### src/rtl/frame_pkg.sv
// rtl/frame_pkg.sv - shared types and helpers for the frame link
package frame_pkg;

  // Receive alignment state: HUNT discards until a tlast, LOCKED forwards frames
  typedef enum logic {
    HUNT   = 1'b0,
    LOCKED = 1'b1
  } state_t;

  // Bit positions inside the 2-bit tuser sideband
  localparam int TUSER_SOF = 0;
  localparam int TUSER_ERR = 1;
  localparam int TUSER_W   = 2;

  // Beat index width; a one-beat frame still needs a 1-bit index register
  function automatic int idx_width(input int frame_size);
    return (frame_size <= 1) ? 1 : $clog2(frame_size);
  endfunction

endpackage

### src/rtl/axis_skid_buffer.sv
// rtl/axis_skid_buffer.sv - full-throughput two-entry register slice for a stream
module axis_skid_buffer #(
  parameter int WIDTH = 8
) (
  input  logic             clk,
  input  logic             reset_n,
  input  logic [WIDTH-1:0] s_tdata,
  input  logic             s_tvalid,
  output logic             s_tready,
  output logic [WIDTH-1:0] m_tdata,
  output logic             m_tvalid,
  input  logic             m_tready
);

  logic [WIDTH-1:0] skid_data;
  logic             skid_valid;
  logic             take;
  logic             out_free;

  // s_tready is a flop, so upstream never sees a combinational path from m_tready
  assign take     = s_tvalid & s_tready;
  assign out_free = ~m_tvalid | m_tready;

  // Output register refills from the skid entry first, otherwise straight from the input
  always_ff @(posedge clk) begin
    if (!reset_n) begin
      m_tdata    <= '0;
      m_tvalid   <= 1'b0;
      skid_data  <= '0;
      skid_valid <= 1'b0;
      s_tready   <= 1'b1;
    end else if (out_free) begin
      if (skid_valid) begin
        m_tdata    <= skid_data;
        m_tvalid   <= 1'b1;
        skid_valid <= 1'b0;
        s_tready   <= 1'b1;
      end else begin
        m_tvalid <= take;
        if (take) begin
          m_tdata <= s_tdata;
        end
      end
    end else if (take) begin
      skid_data  <= s_tdata;
      skid_valid <= 1'b1;
      s_tready   <= 1'b0;
    end
  end

endmodule

### src/rtl/deframer.sv
// rtl/deframer.sv - receive-side frame aligner, length checker and statistics
module deframer
  import frame_pkg::*;
#(
  parameter int FRAME_SIZE = 64,
  parameter int DATA_WIDTH = 32,
  parameter int CNT_WIDTH  = 16
) (
  input  logic                  clk,
  input  logic                  reset_n,
  input  logic [DATA_WIDTH-1:0] s_axis_tdata,
  input  logic                  s_axis_tvalid,
  output logic                  s_axis_tready,
  input  logic                  s_axis_tlast,
  output logic [DATA_WIDTH-1:0] m_axis_tdata,
  output logic                  m_axis_tvalid,
  input  logic                  m_axis_tready,
  output logic                  m_axis_tlast,
  output logic [1:0]            m_axis_tuser,
  input  logic                  clear_stats,
  output logic                  locked,
  output logic [CNT_WIDTH-1:0]  frame_count,
  output logic [CNT_WIDTH-1:0]  err_count,
  output logic                  err_short_sticky,
  output logic                  err_long_sticky
);

  localparam int            IW       = idx_width(FRAME_SIZE);
  localparam logic [IW-1:0] LAST_IDX = IW'(FRAME_SIZE - 1);
  localparam int            SW       = DATA_WIDTH + 1 + TUSER_W;

  state_t          state;
  state_t          state_next;
  logic [IW-1:0]   idx;
  logic [IW-1:0]   idx_next;

  logic            at_last;
  logic            accept;
  logic            ev_good;
  logic            ev_short;
  logic            ev_long;
  logic            out_tlast;
  logic [1:0]      out_tuser;

  logic            slice_valid;
  logic            slice_ready;
  logic [SW-1:0]   slice_in;
  logic [SW-1:0]   slice_out;

  // Next state, beat classification and upstream handshake for the aligner
  always_comb begin
    state_next    = state;
    idx_next      = idx;
    s_axis_tready = 1'b1;
    slice_valid   = 1'b0;
    accept        = 1'b0;
    ev_good       = 1'b0;
    ev_short      = 1'b0;
    ev_long       = 1'b0;
    at_last       = (idx == LAST_IDX);
    out_tlast     = at_last | s_axis_tlast;
    out_tuser     = '0;
    // A mismatch between the regenerated and received boundary is a framing error
    out_tuser[TUSER_SOF] = (idx == '0);
    out_tuser[TUSER_ERR] = (s_axis_tlast != at_last);

    case (state)
      HUNT: begin
        // Downstream is irrelevant here: everything is swallowed until a boundary
        s_axis_tready = 1'b1;
        accept        = s_axis_tvalid;
        if (accept && s_axis_tlast) begin
          state_next = LOCKED;
          idx_next   = '0;
        end
      end

      LOCKED: begin
        s_axis_tready = slice_ready;
        slice_valid   = s_axis_tvalid;
        accept        = s_axis_tvalid & slice_ready;
        if (accept) begin
          if (at_last && s_axis_tlast) begin
            ev_good  = 1'b1;
            idx_next = '0;
          end else if (s_axis_tlast) begin
            // Early tlast: keep lock but realign on this boundary
            ev_short = 1'b1;
            idx_next = '0;
          end else if (at_last) begin
            // Missing tlast: alignment is no longer trusted
            ev_long    = 1'b1;
            idx_next   = '0;
            state_next = HUNT;
          end else begin
            idx_next = idx + IW'(1);
          end
        end
      end

      default: begin
        state_next = HUNT;
        idx_next   = '0;
      end
    endcase
  end

  // Aligner state, beat index and registered lock indication
  always_ff @(posedge clk) begin
    if (!reset_n) begin
      state  <= HUNT;
      idx    <= '0;
      locked <= 1'b0;
    end else begin
      state  <= state_next;
      idx    <= idx_next;
      locked <= (state_next == LOCKED);
    end
  end

  // Saturating statistics; a clear in the same cycle as an event takes priority
  always_ff @(posedge clk) begin
    if (!reset_n) begin
      frame_count      <= '0;
      err_count        <= '0;
      err_short_sticky <= 1'b0;
      err_long_sticky  <= 1'b0;
    end else if (clear_stats) begin
      frame_count      <= '0;
      err_count        <= '0;
      err_short_sticky <= 1'b0;
      err_long_sticky  <= 1'b0;
    end else begin
      if (ev_good && (frame_count != '1)) begin
        frame_count <= frame_count + CNT_WIDTH'(1);
      end
      if ((ev_short || ev_long) && (err_count != '1)) begin
        err_count <= err_count + CNT_WIDTH'(1);
      end
      if (ev_short) begin
        err_short_sticky <= 1'b1;
      end
      if (ev_long) begin
        err_long_sticky <= 1'b1;
      end
    end
  end

  assign slice_in = {s_axis_tdata, out_tlast, out_tuser};

  axis_skid_buffer #(
    .WIDTH (SW)
  ) u_slice (
    .clk      (clk),
    .reset_n  (reset_n),
    .s_tdata  (slice_in),
    .s_tvalid (slice_valid),
    .s_tready (slice_ready),
    .m_tdata  (slice_out),
    .m_tvalid (m_axis_tvalid),
    .m_tready (m_axis_tready)
  );

  assign {m_axis_tdata, m_axis_tlast, m_axis_tuser} = slice_out;

endmodule

### config.mk
export PLATFORM = sky130hd
export DESIGN_NAME = deframer
export DESIGN_NICKNAME = d
export VERILOG_FILES = /design/src/rtl/frame_pkg.sv /design/src/rtl/axis_skid_buffer.sv /design/src/rtl/deframer.sv
export SDC_FILE = /design/constraint.sdc
export NUM_CORES = 1
export LEC_CHECK = 0
export CORE_ASPECT_RATIO = 0.75
export CORE_MARGIN = 4
export CORE_UTILIZATION = 45
export DETAILED_ROUTE_END_ITERATION = 16
export HOLD_SLACK_MARGIN = 0.12
export PLACE_DENSITY_LB_ADDON = 0.3
export SLEW_MARGIN = 30
export SYNTH_ARGS = -nofsm -noshare
export SYNTH_HDL_FRONTEND = slang
export SYNTH_HIERARCHICAL = 1
export SYNTH_SLANG_ARGS = --single-unit
### constraint.sdc
create_clock -name clk -period 4.4 [get_ports clk]
set_input_delay 1.32 -clock clk [delete_from_list [all_inputs] [get_ports clk]]
set_output_delay 1.32 -clock clk [all_outputs]
set_load 0.05 [all_outputs]
==> results of run 1 <==
## registers in the layout, indices dropped and copies added (netlist names)
| register | flops |
|---|---|
| err_count | 16 |
| err_long_sticky | 1 |
| err_short_sticky | 1 |
| frame_count | 16 |
| idx | 6 |
| state | 1 |
| u_slice/m_tdata | 35 |
| u_slice/m_tvalid | 1 |
| u_slice/s_tready | 1 |
| u_slice/skid_data | 35 |
| u_slice/skid_valid | 1 |
## cell usage after synthesis, types with 4 or more instances
master,count
nand4_2,4
nor4_1,6
ha_1,8
nand4_1,8
a21boi_1,35
buf_2,14
o31ai_1,14
nand3_1,50
o211a_1,35
or3_1,6
buf_1,4
inv_1,11
a21oi_1,29
dfxtp_1,114
or4_1,16
nor2_1,13
nand2b_1,5
o21ai_0,14
and2_1,7
nand2_1,88
mux2i_1,39
clkbuf_1,14
and3_1,7
buf_6,6
## logic make-up after synthesis
| kind of cell | after synthesis | share of synthesized area |
|---|---|---|
| AND/OR/NAND/NOR | 230 | 0.227 |
| AO/OA/AOI/OAI | 145 | 0.201 |
| flip-flops | 114 | 0.425 |
| buffers and inverters | 51 | 0.0486 |
| multiplexers | 40 | 0.0747 |
| adder cells (fa/ha/maj) | 8 | 0.0186 |
| XOR/XNOR | 3 | 0.00489 |
## final cells by class
type / count / area share
clock buffers: 27 / 0.0736
clock inverters: 4 / 0.00986
inverters: 11 / 0.00581
multi-input cells: 426 / 0.398
flip-flops and latches: 114 / 0.321
well taps: 162 / 0.0285
repair buffers: 118 / 0.162
## power breakdown
| group | internal (W) | total [W] | leakage [nW] | switching [W] |
|---|---|---|---|---|
| Combinational | 0.0000953 | 0.000231 | 1.55 | 0.000135 |
| Sequential | 0.00105 | 0.00107 | 0.922 | 0.0000139 |
| Clock | 0.000918 | 0.00137 | 0.293 | 0.000449 |
## metal layers
| layer | vias to the layer above | share of wire | track usage |
|---|---|---|---|
| met1 | 2349 | 0.46 | 0.256 |
| met3 | 19 | 0.058 | 0.0610 |
| met2 | 158 | 0.47 | 0.327 |
| met5 | - | 0 | 0 |
| li1 | 2374 | - | - |
| met4 | 0 | 0.011 | 0.0704 |
## path summary, 6_finish.rpt
path / from / to / slack, ns / cells after the start
hold / removal: u_slice/skid_data[11] / u_slice/skid_data[11] / 0.45 / 2
setup reg to reg: idx[1] / frame_count[10] / 1.82 / 9
hold reg to reg: u_slice/skid_data[11] / u_slice/skid_data[11] / 0.45 / 2
setup / recovery: u_slice/s_tready / s_axis_tready / 1.17 / 2
## metrics by stage
stage	util	setup slack (ns)
6_report	0.610	1.17
5_1_grt	0.610	1.11
4_1_cts	0.610	1.17
3_5_place_dp	0.559	0.888
3_3_place_gp	0.559	0.992
2_1_floorplan	-	1.62
## worst min-delay path: cells and delay by family, from the launching register on
kind,cells,cell delay (ns)
DFF,1,0.30
and+or+nand+nor,1,0.05
AOI/OAI and AO/OA,1,0.05
## placed cells by master, fill, tap and decap left out, drive strengths merged, types with 2 or more instances in the layout
cell type,count
dfxtp,114
clkdlybuf4s50,108
nand2,88
nand3,50
mux2i,39
a21boi,38
o211a,35
a21oi,29
clkbuf,27
or4,16
o21ai,14
o31ai,14
nor2,13
nand4,13
inv,11
buf,10
ha,8
and3,7
and2,7
nor4,6
or3,6
nand2b,5
or3b,4
and4,3
nor2b,2
a31oi,2
nand3b,2
xor2,2
o41ai,2
o211ai,2
bufinv,2
clkinv,2
==> flow_summary_export.csv, run 1 <==
group,metric,value,unit
route,avgRoutedWirePerCell,16.0,um
logic_synthesis,yosysTopAreaCellShare,0.425,
logic_synthesis,synth-seq-cells,114,
die,start_util,0.461,
route,drt_iter0_markers,324,
route,drc_errors,0,
power,power_density,375,nW/um^2
logic_synthesis,synth_largest_area_cell,"dfxtp_1",
finish,final_area,7110,um^2
critical_path,worstPathRequired,3.08,ns
route,ant_nets,0,
sta,hold_viol,0,
clocking,htree_levels,4,
sta,timing.hold.ws,0.452,ns
grt,antenna_found_initial,0,
critical_path,cp_max_fo,11,
clocking,root_buffer,"clkbuf_16",
grt,grt_overflow,0,
die,core_area,11700,um^2
critical_path,crit_buf_inv,1,
clocking,clock_latency,0.41,ns
sta,rsz0062_at_grt,"no",
placement,dpl.cell_count,831,
die,rows,34,
logic_synthesis,avgSynthCellArea,9.10,um^2
route,wl,13800,um
critical_path,cp-end-kind,"output port",
critical_path,cp.arrival,1.91,ns
finish,seqCellArea,2280,um^2
die,ios,110,
placement,placedInstanceArea,6510,um^2
sta,relSlewSlack,0.414,
clocking,cts_buffers,17,
sta,min_period,3.23,ns
sta,tns,0,ns
sta,tightest_slew,0.871,ns
grt,grtUsageTotal,0.201,
sta,setup_viol,0,
placement,routabilityCongestion,0.864,
finish,final_cells,862,
finish,drive_gt1_frac,0.0686,
clocking,cts-hold-fix-buffers,0,
run_status,status,"finished, final reports clean",
finish,n_fill_cell,994,
clocking,path_clk_slew,0.05,ns
power,max-vdd-ir-drop,0.299,mV
route,vias,4900,
logic_synthesis,synthFlopType,"dfxtp_1",
logic_synthesis,ys_top_cells_by_area,"dfxtp_1 (42%), mux2i_1 (7.3%), o211a_1 (6.5%), nand2_1 (6.1%), a21boi_1 (4.9%)",
grt,grt_pass1_wl,22400,um
logic_synthesis,synthArstFlopShare,0,
logic_synthesis,syn_inst,591,
die,die_y,103,um
critical_path,path_cells,"nand2b_1 -> clkdlybuf4s50_1",
sta,drv_slew,0,
clocking,cts_max_path_buffers,2,
die,die-area,13800,um^2
logic_synthesis,synth_warnings,6,
critical_path,critPathMaxStageDelay,0.81,ns
logic_synthesis,synth_area,5380,um^2
logic_synthesis,syn_nets,637,
clocking,cts_tree,"yes",
critical_path,cp_slowest_cell,"clkdlybuf4s50_1",
grt,grt_max_degree,78,
sta,skew,0.00868,ns
clocking,cts_setup_buffers,0,
critical_path,startpoint_type,"flop",
placement,portBuffers,109,
power,p_leak,2.77,nW
logic_synthesis,synth_edf_count,0,
clocking,cts_sinks,114,
route,via_per_inst,5.68,
sta,fin_crit_sh,0.733,
grt,grt_pass1_vias,4717,
finish,antennaDiodeCount,0,
die,die_w,134,um
power,power,0.00267,W
logic_synthesis,synth_cell_types,55,
route,drt_pass1_iterations,5,
min_path,hold_class,"reg -> reg",
finish,multi_input_area,2830,um^2
clocking,ctsResizeCount,0,
placement,dp_hpwl,9280,um
critical_path,critPathKind,"reg -> out",
finish,nets,734,
logic_synthesis,seq_area_frac_synth,0.425,
critical_path,cpLargestDelayFamily,"buffers and inverters",
run,maxCapViolCount,0,
finish,syn2layout_area_growth,32.2,%
sta,max_freq,0.310,GHz
Note: power is estimated with default switching activity, not from simulation.
==> inputs of run 2 (changes only) <==
Clock period 4.4 ns to 3.1 ns, I/O delays scaled along.
==> run 2 against run 1 <==
Compared with the run above:
- wire length fell by 3.0%
- register-to-register slack got worse by 1.3 ns
- power is 36% higher
- global-route usage is 0.42 points lower
- critical endpoint is now locked
- largest cell class unchanged
- worst hold slack about the same
- combinational power rose by 44%
==> flow_summary_export.csv, run 2 (synthesized netlist as in run 1, its figures left out) <==
group,metric,value,unit
critical_path,critPathKind,"reg -> out",
placement,portBuffers,109,
critical_path,crit_start,"state",
power,max-vdd-ir-drop,0.478,mV
placement,dpl.cell_count,842,
critical_path,crit_buf_inv,1,
route,vias,4879,
clocking,path_clk_slew,0.05,ns
sta,timing.final.ws_setup,0.363,ns
clocking,ctsResizeCount,0,
die,ios,110,
sta,hold_viol,0,
route,drt_iter0_markers,299,
critical_path,rr_worst_depth,9,
route,drc_errors,0,
die,rows,34,
clocking,cts-hold-fix-buffers,0,
grt,grt_pass1_wl,22100,um
sta,tightest_slew,0.741,ns
finish,fin_util,0.612,
finish,syn2layout_area_growth,32.8,%
power,p_leak,2.80,nW
placement,dp_hpwl,9280,um
sta,rsz0062_at_grt,"no",
critical_path,regToRegSetupSlack,0.56,ns
placement,routabilityCongestion,0.883,
critical_path,cp_max_fo,11,
critical_path,cp_slowest_cell,"clkdlybuf4s50_1",
critical_path,cpLargestDelayFamily,"buffers and inverters",
placement,pre_cts_ws,0.0755,ns
route,ant_nets,0,
sta,min_period,2.74,ns
die,die_w,134,um
finish,reg_top3,"u_slice/m_tdata: 35 flops, u_slice/skid_data: 35 flops",
sta,fin_crit_sh,0.883,
route,avgRoutedWirePerCell,15.3,um
finish,nets,745,
clocking,cts_buffers,17,
critical_path,cp_num_cells,1,
critical_path,crit_end,"locked",
sta,relSlewSlack,0.501,
finish,final_cells,873,
route,wl,13400,um
clocking,cts_max_path_buffers,2,
critical_path,cp-end-kind,"output port",
finish,multi_input_area,2830,um^2
critical_path,cp.arrival,1.81,ns
critical_path,startpoint_type,"flop",
sta,skew,0.00846,ns
min_path,hold_class,"reg -> reg",
critical_path,worstPathRequired,2.17,ns
grt,antenna_found_initial,0,
die,die_y,103,um
clocking,htree_levels,4,
power,power_density,509,nW/um^2
die,core_area,11700,um^2
critical_path,rr_endpoint,"err_count[7]",
clocking,cts_setup_buffers,0,
finish,antennaDiodeCount,0,
finish,layout_commonest_cell,"dfxtp_1",
run,maxCapViolCount,0,
sta,drv_slew,0,
finish,n_fill_cell,1008,
clocking,cts_sinks,114,
critical_path,path_cells,"clkdlybuf4s50_1",
grt,grt_pass1_vias,4641,
critical_path,critPathMaxStageDelay,0.88,ns
die,start_util,0.461,
grt,grtUsageTotal,0.196,
sta,setup_viol,0,
clocking,clock_latency,0.40,ns
critical_path,reg2reg_from,"idx[1]",
finish,drive_gt1_frac,0.0816,
grt,grt_max_degree,49,
die,die-area,13800,um^2
run_status,status,"finished, final reports clean",
clocking,cts_tree,"yes",
finish,seqCellArea,2280,um^2
clocking,root_buffer,"clkbuf_16",
sta,tns,0,ns
route,via_per_inst,5.59,
route,drt_pass1_iterations,5,
sta,max_freq,0.365,GHz
min_path,hold_depth,2,
finish,mostFrequentLayoutCells,"dfxtp_1 (113), clkdlybuf4s50_1 (108), nand2_1 (88), nand3_1 (50), mux2i_1 (39)",
grt,grt_overflow,0,
-- run 2: changes by cell type in the layout (fill, tap and decap cells not counted) --
cell	previous run	this run
clkbuf_8	6	3
buf_4	9	20
clkbuf_1	4	5
bufinv_16	2	1
clkinv_2	2	5
-- run 2: power by group --
group	internal [W]	switching, W	leakage [nW]
combinational	0.000140	0.000192	1.61
sequential	0.00150	0.0000187	0.922
clock	0.00115	0.000633	0.271
-- run 2: how the worst min path moves through the flow --
stage	from	to	slack, ns
floorplan	u_slice/skid_data[0]	u_slice/skid_data[0]	0.43
global placement	u_slice/skid_data[10]	u_slice/skid_data[10]	0.44
detailed placement	u_slice/skid_data[11]	u_slice/skid_data[11]	0.45
CTS	u_slice/skid_data[11]	u_slice/skid_data[11]	0.45
global route	u_slice/skid_data[5]	u_slice/skid_data[5]	0.47
finish	u_slice/skid_data[11]	u_slice/skid_data[11]	0.45
-- run 2: through the flow --
| step | hold slack [ns] | cell area, um^2 | total power [W] |
|---|---|---|---|
| final | 0.452 | 7140 | 0.00363 |
| after global routing | 0.475 | 7140 | 0.00377 |
| after CTS | 0.453 | 7140 | 0.00368 |
| after detailed placement | 0.446 | 6600 | 0.00188 |
| after global placement | 0.439 | 6600 | 0.00187 |
| after floorplan | 0.435 | 5380 | 0.00174 |
-- run 2: area by class of cell --
cell class / instances / area share
clock buffer: 25 / 0.0680
clock inverter: 6 / 0.00772
inverter: 11 / 0.00579
multi-input combinational: 426 / 0.397
sequential: 114 / 0.320
tap: 162 / 0.0284
timing repair buffer: 129 / 0.173
-- run 2: per-layer routing --
| metal | vias up | global-route usage | routed length, um |
|---|---|---|---|
| li1 | 2392 | - | - |
| met1 | 2342 | 0.255 | 6210 |
| met2 | 130 | 0.319 | 6270 |
| met3 | 15 | 0.0561 | 738 |
| met4 | 0 | 0.0665 | 142 |
| met5 | - | 0 | 0 |
